## config.mk

```make
export PLATFORM = sky130hd
export DESIGN_NAME = main_fifo_demux_reader_flat
export DESIGN_NICKNAME = d
export VERILOG_FILES = /design/src/rtl/main_fifo_demux_reader_pkg.sv /design/src/rtl/main_fifo_demux_reader_if.sv /design/src/rtl/main_fifo_demux_reader_vc_route_stage.sv /design/src/rtl/main_fifo_demux_reader.sv /design/src/flat_wrapper.sv
export SDC_FILE = /design/constraint.sdc
export NUM_CORES = 1
export LEC_CHECK = 0
export ABC_AREA = 1
export CELL_PAD_IN_SITES_DETAIL_PLACEMENT = 0
export CELL_PAD_IN_SITES_GLOBAL_PLACEMENT = 1
export CORE_MARGIN = 4
export CORE_UTILIZATION = 25
export CTS_CLUSTER_SIZE = 24
export DETAILED_ROUTE_END_ITERATION = 8
export GPL_ROUTABILITY_DRIVEN = 0
export PLACE_DENSITY_LB_ADDON = 0.1
export SETUP_SLACK_MARGIN = 0.3
export SLEW_MARGIN = 30
export SYNTH_ARGS = -nofsm -noshare
export SYNTH_HDL_FRONTEND = slang
export SYNTH_SLANG_ARGS = --single-unit
export TNS_END_PERCENT = 5
```

## constraint.sdc

```tcl
create_clock -name clk -period 1.35 [get_ports clk]
set_clock_uncertainty 0.2 [all_clocks]
set_input_delay 0.2025 -clock clk [delete_from_list [all_inputs] [get_ports clk]]
set_output_delay 0.2025 -clock clk [all_outputs]
set_load 0.03 [all_outputs]
```

## src/rtl/main_fifo_demux_reader_pkg.sv

```systemverilog
// -----------------------------------------------------------------------------
// main_fifo_demux_reader_pkg
// Shared definitions for the main FIFO read-side demux and the FIFOs around it:
//   - state_t       : read controller FSM encoding
//   - DEF_DATA_SIZE : default word width, shared with the main and VC FIFOs
//   - DEF_VC_BIT    : default position of the class bit (0 = VC0, 1 = VC1)
// -----------------------------------------------------------------------------
package main_fifo_demux_reader_pkg;

    localparam int DEF_DATA_SIZE = 6;
    localparam int DEF_VC_BIT    = 5;

    typedef enum logic [1:0] {
        INIT = 2'd0,
        IDLE = 2'd1,
        RUN  = 2'd2
    } state_t;

endpackage : main_fifo_demux_reader_pkg

```

## src/rtl/main_fifo_demux_reader_if.sv

```systemverilog
// -----------------------------------------------------------------------------
// main_fifo_demux_reader_if
// Bundles the main FIFO read port and the two VC FIFO push ports.
//   master : the demux reader (drives pop_main, push_vcX, data_vcX)
//   slave  : the FIFO side (drives empty/data/pause/full flags)
// Parameter DATA_SIZE : word width, must match the main FIFO.
// -----------------------------------------------------------------------------
interface main_fifo_demux_reader_if
    import main_fifo_demux_reader_pkg::*;
#(
    parameter int DATA_SIZE = DEF_DATA_SIZE
);
    logic                 fifo_empty_main;
    logic [DATA_SIZE-1:0] data_demux_vc;
    logic                 pop_main;
    logic                 pause_vc0;
    logic                 pause_vc1;
    logic                 full_vc0;
    logic                 full_vc1;
    logic                 push_vc0;
    logic                 push_vc1;
    logic [DATA_SIZE-1:0] data_vc0;
    logic [DATA_SIZE-1:0] data_vc1;

    modport master (
        input  fifo_empty_main, data_demux_vc,
        input  pause_vc0, pause_vc1, full_vc0, full_vc1,
        output pop_main, push_vc0, push_vc1, data_vc0, data_vc1
    );

    modport slave (
        output fifo_empty_main, data_demux_vc,
        output pause_vc0, pause_vc1, full_vc0, full_vc1,
        input  pop_main, push_vc0, push_vc1, data_vc0, data_vc1
    );

endinterface : main_fifo_demux_reader_if

```

## src/rtl/main_fifo_demux_reader_vc_route_stage.sv

```systemverilog
// -----------------------------------------------------------------------------
// vc_route_stage
// Stage 2 of the reader: samples the word returned by the main FIFO the cycle
// after a pop, routes it to VC0/VC1 on bit VC_BIT, and registers the push
// strobe and data. A word whose target VC is full is dropped and raises the
// sticky error flag.
// Ports:
//   clk, reset          : clock, synchronous active-high reset
//   inflight            : a word popped last cycle is on data_in now
//   data_in             : main FIFO read data
//   full_vc0/full_vc1   : VC FIFO full flags
//   pop_err             : pop requested while main FIFO empty (sets error)
//   push_vc0/push_vc1   : registered single-cycle push strobes
//   data_vc0/data_vc1   : data to each VC, held between pushes
//   demux_error         : sticky error flag
// -----------------------------------------------------------------------------
module vc_route_stage #(
    parameter int DATA_SIZE = 6,
    parameter int VC_BIT    = 5
) (
    input  logic                 clk,
    input  logic                 reset,
    input  logic                 inflight,
    input  logic [DATA_SIZE-1:0] data_in,
    input  logic                 full_vc0,
    input  logic                 full_vc1,
    input  logic                 pop_err,
    output logic                 push_vc0,
    output logic                 push_vc1,
    output logic [DATA_SIZE-1:0] data_vc0,
    output logic [DATA_SIZE-1:0] data_vc1,
    output logic                 demux_error
);

    logic to_vc1;
    assign to_vc1 = data_in[VC_BIT];

    // NOTE: sequential state uses <= so every register samples the pre-edge
    // values; blocking = here would let later statements see updated values.
    always_ff @(posedge clk) begin
        // NOTE: the data registers are reset too because they drive module
        // outputs that must read 0 after reset, not just the strobes.
        if (reset) begin
            push_vc0    <= 1'b0;
            push_vc1    <= 1'b0;
            data_vc0    <= '0;
            data_vc1    <= '0;
            demux_error <= 1'b0;
        end else begin
            push_vc0 <= 1'b0;
            push_vc1 <= 1'b0;
            if (inflight) begin
                if (to_vc1) begin
                    if (full_vc1) begin
                        demux_error <= 1'b1;
                    end else begin
                        push_vc1 <= 1'b1;
                        data_vc1 <= data_in;
                    end
                end else begin
                    if (full_vc0) begin
                        demux_error <= 1'b1;
                    end else begin
                        push_vc0 <= 1'b1;
                        data_vc0 <= data_in;
                    end
                end
            end
            if (pop_err) begin
                demux_error <= 1'b1;
            end
        end
    end

endmodule : vc_route_stage

```

## src/rtl/main_fifo_demux_reader.sv

```systemverilog
// -----------------------------------------------------------------------------
// main_fifo_demux_reader
// Read-side controller for the main FIFO. Pops one word per cycle while the
// main FIFO is non-empty and neither VC is paused, then routes each popped
// word to VC0/VC1 two cycles after its pop (see vc_route_stage).
// Ports:
//   clk, reset   : clock, synchronous active-high reset
//   bus          : main_fifo_demux_reader_if.master (FIFO read + VC push ports)
//   demux_error  : sticky protocol error flag
//   demux_idle   : IDLE state, nothing in flight, no push this cycle
//   count_vc0/1  : 8-bit wrapping push counters (only with DEMUX_STATS_EN)
// Build option: `define DEMUX_STATS_EN adds the push counters.
// -----------------------------------------------------------------------------
module main_fifo_demux_reader
    import main_fifo_demux_reader_pkg::*;
#(
    parameter int DATA_SIZE = DEF_DATA_SIZE,
    parameter int VC_BIT    = DEF_VC_BIT
) (
    input  logic clk,
    input  logic reset,
    main_fifo_demux_reader_if.master bus,
    output logic demux_error,
    output logic demux_idle
`ifdef DEMUX_STATS_EN
    ,
    output logic [7:0] count_vc0,
    output logic [7:0] count_vc1
`endif
);

    state_t state, state_nxt;
    logic   cond;
    logic   pop_main;
    logic   inflight;
    logic   pop_err;

    assign cond = !bus.fifo_empty_main && !bus.pause_vc0 && !bus.pause_vc1;

    // State register.
    always_ff @(posedge clk) begin
        if (reset) begin
            state <= INIT;
        end else begin
            state <= state_nxt;
        end
    end

    // Next-state logic.
    // NOTE: every always_comb output gets a default first, so no path through
    // the case can leave it unassigned and infer a latch.
    always_comb begin
        state_nxt = state;
        case (state)
            INIT:    state_nxt = IDLE;
            IDLE:    if (cond)  state_nxt = RUN;
            RUN:     if (!cond) state_nxt = IDLE;
            default: state_nxt = INIT;
        endcase
    end

    // Output logic. The pop is Mealy so a pop can issue every cycle; it is
    // held low during reset so no pop escapes before the state is known.
    always_comb begin
        pop_main   = cond && (state != INIT) && !reset;
        demux_idle = !reset && (state == IDLE) && !inflight
                     && !bus.push_vc0 && !bus.push_vc1;
    end

    assign bus.pop_main = pop_main;

    // Stage 1: the main FIFO returns data the cycle after the pop.
    always_ff @(posedge clk) begin
        if (reset) begin
            inflight <= 1'b0;
        end else begin
            inflight <= pop_main;
        end
    end

    // Guard against popping an empty FIFO; cond excludes it by construction.
    assign pop_err = pop_main && bus.fifo_empty_main;

    vc_route_stage #(
        .DATA_SIZE (DATA_SIZE),
        .VC_BIT    (VC_BIT)
    ) u_route (
        .clk         (clk),
        .reset       (reset),
        .inflight    (inflight),
        .data_in     (bus.data_demux_vc),
        .full_vc0    (bus.full_vc0),
        .full_vc1    (bus.full_vc1),
        .pop_err     (pop_err),
        .push_vc0    (bus.push_vc0),
        .push_vc1    (bus.push_vc1),
        .data_vc0    (bus.data_vc0),
        .data_vc1    (bus.data_vc1),
        .demux_error (demux_error)
    );

`ifdef DEMUX_STATS_EN
    // Counters wrap naturally at 8 bits; dropped words never raise a push.
    always_ff @(posedge clk) begin
        if (reset) begin
            count_vc0 <= 8'd0;
            count_vc1 <= 8'd0;
        end else begin
            if (bus.push_vc0) count_vc0 <= count_vc0 + 8'd1;
            if (bus.push_vc1) count_vc1 <= count_vc1 + 8'd1;
        end
    end
`endif

endmodule : main_fifo_demux_reader

```

## src/flat_wrapper.sv

```systemverilog
// flat-port wrapper written by rule: the top's interface ports become plain ports
module main_fifo_demux_reader_flat import main_fifo_demux_reader_pkg::*;
#(
    parameter int DATA_SIZE = DEF_DATA_SIZE,
    parameter int VC_BIT    = DEF_VC_BIT
)
  (clk, reset, demux_error, demux_idle, bus_fifo_empty_main, bus_data_demux_vc, bus_pause_vc0, bus_pause_vc1, bus_full_vc0, bus_full_vc1, bus_pop_main, bus_push_vc0, bus_push_vc1, bus_data_vc0, bus_data_vc1);
  main_fifo_demux_reader_if #(.DATA_SIZE(DATA_SIZE)) bus_i ();
  input  logic clk;
  input  logic reset;
  output logic demux_error;
  output logic demux_idle;
  input wire logic [$bits(bus_i.fifo_empty_main)-1:0] bus_fifo_empty_main;
  input wire logic [$bits(bus_i.data_demux_vc)-1:0] bus_data_demux_vc;
  input wire logic [$bits(bus_i.pause_vc0)-1:0] bus_pause_vc0;
  input wire logic [$bits(bus_i.pause_vc1)-1:0] bus_pause_vc1;
  input wire logic [$bits(bus_i.full_vc0)-1:0] bus_full_vc0;
  input wire logic [$bits(bus_i.full_vc1)-1:0] bus_full_vc1;
  output wire logic [$bits(bus_i.pop_main)-1:0] bus_pop_main;
  output wire logic [$bits(bus_i.push_vc0)-1:0] bus_push_vc0;
  output wire logic [$bits(bus_i.push_vc1)-1:0] bus_push_vc1;
  output wire logic [$bits(bus_i.data_vc0)-1:0] bus_data_vc0;
  output wire logic [$bits(bus_i.data_vc1)-1:0] bus_data_vc1;
  assign bus_i.fifo_empty_main = bus_fifo_empty_main;
  assign bus_i.data_demux_vc = bus_data_demux_vc;
  assign bus_i.pause_vc0 = bus_pause_vc0;
  assign bus_i.pause_vc1 = bus_pause_vc1;
  assign bus_i.full_vc0 = bus_full_vc0;
  assign bus_i.full_vc1 = bus_full_vc1;
  assign bus_pop_main = bus_i.pop_main;
  assign bus_push_vc0 = bus_i.push_vc0;
  assign bus_push_vc1 = bus_i.push_vc1;
  assign bus_data_vc0 = bus_i.data_vc0;
  assign bus_data_vc1 = bus_i.data_vc1;
  main_fifo_demux_reader #(.DATA_SIZE(DATA_SIZE), .VC_BIT(VC_BIT)) u_core (.clk(clk), .reset(reset), .bus(bus_i), .demux_error(demux_error), .demux_idle(demux_idle));
endmodule
```

# Yosys cells after proc, flatten, opt, wreduce, memory -nomap -nowiden
# Index checks and enable logic that the tools add are counted.
[classes] muxes=10 bitwise=4 n_reduce_logical=26 n_eq_ne=5
[op_table] op="logical AND 1 bit" count=9
[op_table] op="AND reduction 3 bit" count=3
[op_table] op="logical NOT 1 bit" count=7
[op_table] op="two-way mux 1 bit" count=7
[op_table] op="case mux 2 bit (3 select lines)" count=1
[op_table] op="OR reduction 3 bit" count=2
[op_table] op="two-way mux 2 bit" count=2
[op_table] op="inverter 1 bit" count=4
[op_table] op="nonzero test 2 bit" count=2
[op_table] op="inequality test 3 x 1 -> 1 bit (second input constant)" count=1
[op_table] op="nonzero test 3 bit" count=1
[op_table] op="== test 2 x 1 -> 1 bit (second input constant)" count=1
[op_table] op="== test 2 bit (second input constant)" count=1
[op_table] op="logical NOT 2 bit" count=1
[op_table] op="inequality test 2 x 1 -> 1 bit (second input constant)" count=1
[op_table] op="inequality test 2 bit (second input constant)" count=1
[op_table] op="AND reduction 2 bit" count=1
[totals] inputBits=13 elab_cells=52 out_inout_bits=17 ff_bits=17

# Depth between registers and ports, before layout
[logic_depth] ltp_word=8 ltp_mapped=6 depth_no_buf=5

# By module
# Synthesis repeated with hierarchy kept, for this count alone.
[unflattened] hier_cells=93 hier_area_um2=710.7
[modules_own_cells] mod="vc_route_stage" area_per_inst_um2=571.8 cells_each=71 seq_area_each_um2=280.3 instances=1
[modules_own_cells] mod="main_fifo_demux_reader" area_per_inst_um2=138.9 cells_each=22 seq_area_each_um2=60.1 instances=1

# Least setup slack after synthesis
# No wires, ideal clock.
[synth_path] path_kind="flip-flop to output port" from="register u_core.u_route.push_vc0" to="output demux_idle" n_path_buf=0 path_slack_ps=-295 arrival_time_ps=1242 path_stages_with_launch=4 t_required_ps=947 cell_sequence="dfxtp_1 nor2_1 nand3_1 nor3_1"
[synth_via] elab_chain_cells=3
[synth_rtl] item="start, declared" line="main_fifo_demux_reader_vc_route_stage.sv:28" rtl="output logic push_vc0,"
[synth_rtl] item="start signal, assigned" line="main_fifo_demux_reader_vc_route_stage.sv:44" rtl="push_vc0 <= 1'b0;"
[synth_rtl] item="start signal, assigned" line="main_fifo_demux_reader_vc_route_stage.sv:50" rtl="push_vc0 <= 1'b0;"
[synth_rtl] item="start signal, assigned" line="main_fifo_demux_reader_vc_route_stage.sv:64" rtl="push_vc0 <= 1'b1;"
[synth_rtl] item="logical NOT 1 bit" line="main_fifo_demux_reader.sv:67" rtl="&& !bus.push_vc0 && !bus.push_vc1;"
[synth_rtl] item="logical AND 1 bit (2 in a row)" line="main_fifo_demux_reader.sv:67"
[synth_rtl] item="end, declared" line="flat_wrapper.sv:12" rtl="output logic demux_idle;"
# Every way passes these cells.

# Worst setup path in the final report
[layout_path] from="register u_core.u_route.push_vc1" to="output demux_idle"
[layout_via] elab_chain_cells=2
[layout_rtl] item="start, declared" line="main_fifo_demux_reader_vc_route_stage.sv:29" rtl="output logic push_vc1,"
[layout_rtl] item="start signal, assigned" line="main_fifo_demux_reader_vc_route_stage.sv:45" rtl="push_vc1 <= 1'b0;"
[layout_rtl] item="start signal, assigned" line="main_fifo_demux_reader_vc_route_stage.sv:51" rtl="push_vc1 <= 1'b0;"
[layout_rtl] item="start signal, assigned" line="main_fifo_demux_reader_vc_route_stage.sv:57" rtl="push_vc1 <= 1'b1;"
[layout_rtl] item="logical NOT 1 bit" line="main_fifo_demux_reader.sv:67"
[layout_rtl] item="logical AND 1 bit" line="main_fifo_demux_reader.sv:67"
# Every way passes these cells.

==> summary.md <==
| Metric | Value |
|---|---|
| Status | `finished, violations left` |
| Failing checks | `setup timing` |
| Final Critical Period | `around 1.6 ns` |
| Initial Utilization | `26.8%` |
| FMAX | `~0.64 GHz` |
| Worst hold path type | `primary input to register` |
| Met3 usage | `around 3.7%` |
| FF+latch count, synth | `17` |
| Crit path launch | `u_core.u_route.push_vc1$_SDFF_PP0_` |
| First-pass GRT wire length | `~2800 µm` |
| I/O pins | `30` |
| Syn. warnings | `0` |
| Port buffer count | `28` |
| Cell Area, Synth | `682 µm²` |
| Hold Path End | `u_core.u_route.data_vc1[2]$_SDFFE_PP0P_` |
| Clock net sink count | `17` |
| Post-place setup slack | `-0.217 ns` |
| CP max stage delay | `~0.36 ns` |
| DIE AREA | `~0.0036 mm²` |
| Pwr dens | `just under 800 mW/mm²` |
| Grt met2 use | `roughly 16%` |
| WL per Instance | `roughly 11 µm` |
| CTS max path bufs | `2` |
| Max VDD drop | `approximately 460 µV` |
| Vias in the first global route | `between 600 and 700` |
| Post-CTS setup buffers | `0` |
| CP endpoint kind | `primary output` |
| CTS root buf | `clkbuf_4` |
| Initial antenna violation count | `0` |
| Reg2reg start | `u_core.inflight$_SDFF_PP0_` |
| Detail Route Antenna Nets | `0` |
| TritonCTS buffer count | `3` |
| Synthesized Nets | `between 100 and 150` |
| Diode count | `0` |
| DR vias | `661` |
| WHS Path Cells | `3` |
| Post-Route WL | `1760 µm` |
| CP arrival | `about 1.2 ns` |
| Final hold slack | `0.117 ns` |
| Met1 global-route usage | `around an eighth` |
| Startpoint Class | `register` |
| H-tree Lvls | `1` |
| Critical Path RT | `between 0.9 and 1 ns` |
| CP max FO | `2` |
| Post-synthesis sequential area ratio | `49.9%` |
| R2R depth | `5` |
| Cells after synthesis | `88` |
| P&R area growth vs syn | `72.8%` |
| RR Endpoint | `u_core.u_route.data_vc0[1]$_SDFFE_PP0P_` |
| Max_cap viols | `0` |
| Vias per cell | `4.29` |
| Dpl hpwl | `1330 µm` |
| Cell Chain, Critical Path | `nor2_4, nand3_2, nor3_4, buf_6` |
| Library cells used by synthesis | `17` |
| Drc violations | `0` |
| Final worst slack | `-0.218 ns` |
| Core area | `between 0.002 and 0.003 mm²` |
| R2r setup slk | `roughly 0.24 ns` |
| CTS tree | `built` |
| Syn avg cell area | `between 7 and 8 µm²` |
| Pre-antenna DRT Iters | `2` |
| Die W | `60.2 µm` |
| Die Ht | `between 60 and 70 µm` |
| Share of cells above drive strength 1 | `between 40% and 50%` |
| Hold Vio Cnt, Final | `0` |
| Total power | `just over 900 µW` |
| Pins over their slew limit | `0` |
| Initial DRC Count | `16` |
| Dpl cell area | `0.00101 mm²` |
| Largest net degree at the start of global routing | `13` |
| Gr usage total | `a little over a tenth` |
| Clock Latency Late Sink | `0.29 ns` |
| Setup Viol. Count Final | `2` |
| # rows | `18` |
| Clock Pin Slew Worst Setup and Hold Paths | `0.10 ns` |
| Fin area | `approximately 0.0012 mm²` |
| CP Class | `register to primary output` |
| Critical Path Slowest Stage Cell | `dfxtp_4` |
| Leakage power | `~0.00050 µW` |
| Post-layout nets | `~140` |
| Worst Hold Launch | `reset` |
| Final period util | `116%` |
| Fin util | `46.3%` |
| Gr busiest metal | `met2` |
| Grt ovf | `0` |
| RSZ-0062 raised after global routing | `yes` |
kinds of logic (layout without fill, tap and decap cells):
logic type	after synthesis	count (layout)	synth area share, %
simple gates	49	49	34.5
flops	17	17	49.9
buf+inv	13	49	9.17
compound gates	8	8	5.87
other cells	1	1	0.550
Yosys cell counts:
library cell	instances	area, µm²
dfxtp_1	17	340
buf_6	1	11.3
conb_1	1	3.75
nand3_1	3	15.0
nand4_1	5	31.3
buf_4	1	7.51
nand2_2	1	6.26
inv_1	9	33.8
nand3b_1	5	37.5
buf_2	2	10.0
nor2_1	16	60.1
nor3_1	3	15.0
or2_2	1	6.26
o21ai_0	1	5.00
a21oi_1	7	35.0
nand2_1	14	52.6
nor2_4	1	11.3
critical path: cells and delay by family (launching register included):
family | cells | cell delay, ns
buffers and inverters | 1 | 0.15
flip-flops | 1 | 0.36
AND/OR/NAND/NOR | 3 | 0.36
layout make-up:
class	count	area, µm²
well taps	30	37.5
fillers	264	1370
clock buffers	4	26.3
repair buffers	36	370
inverters	9	36.3
flip-flops and latches	17	369
multi-input cells	58	339
registers in the layout, indices dropped and copies added, names as in the netlist:
register / count
u_core.u_route.demux_error: 1
u_core.u_route.data_vc1: 6
u_core.state: 2
u_core.u_route.push_vc0: 1
u_core.inflight: 1
u_core.u_route.push_vc1: 1
u_core.u_route.data_vc0: 5
cell usage in the layout, fill, tap and decap left out:
cell             count
buf_6               17
dfxtp_2             14
nor2_1              13
nand2_1             13
clkdlybuf4s50_1      8
inv_1                6
a21oi_1              6
buf_4                6
nand3b_1             5
nand4_1              5
clkbuf_4             3
dlygate4sd2_1        3
dfxtp_4              3
nand2_2              2
nor2_2               2
nor2_4               2
inv_2                2
nand3_2              2
nor3_2               1
or2_4                1
inv_4                1
nor3_4               1
nand3_4              1
a21oi_2              1
nor3_1               1
o21ai_0              1
conb_1               1
clkbuf_1             1
dlymetal6s2s_1       1
buf_8                1
worst max path at each step:
| stage | endpoint | cells after the start |
|---|---|---|
| finish | demux_idle | 4 |
| global route | demux_idle | 4 |
| CTS | demux_idle | 4 |
| detailed placement | demux_idle | 5 |
| global placement | bus_pop_main | 5 |
| floorplan | demux_idle | 3 |
power by group:
group	internal (µW)	switching [µW]	total, µW	leakage [µW]
clock network	115	166	281	0.0000150
logic	66.1	65.1	131	0.000336
registers	502	4.64	507	0.000147
total	683	236	919	0.000497
repair_timing:
action | 4_1_cts | 5_1_grt
pin swaps | 6 | 20
setup endpoints to repair | 32 | 32
hold buffers | 0 | 0
gates resized for setup | 40 | 14
metrics by stage:
stage	setup TNS [ns]	instances
6_report	-0.400	154
3_5_place_dp	-2.57	150
5_1_grt	-0.526	154
4_1_cts	-0.466	154
2_1_floorplan	0	88
3_3_place_gp	-2.44	150
metal layers:
layer / wire, µm / vias to the layer above
met5: 0 / -
met4: 19 / 0
met2: 821 / 15
met1: 805 / 288
met3: 111 / 2
li1: - / 356
(Power assumes the default switching activity.)
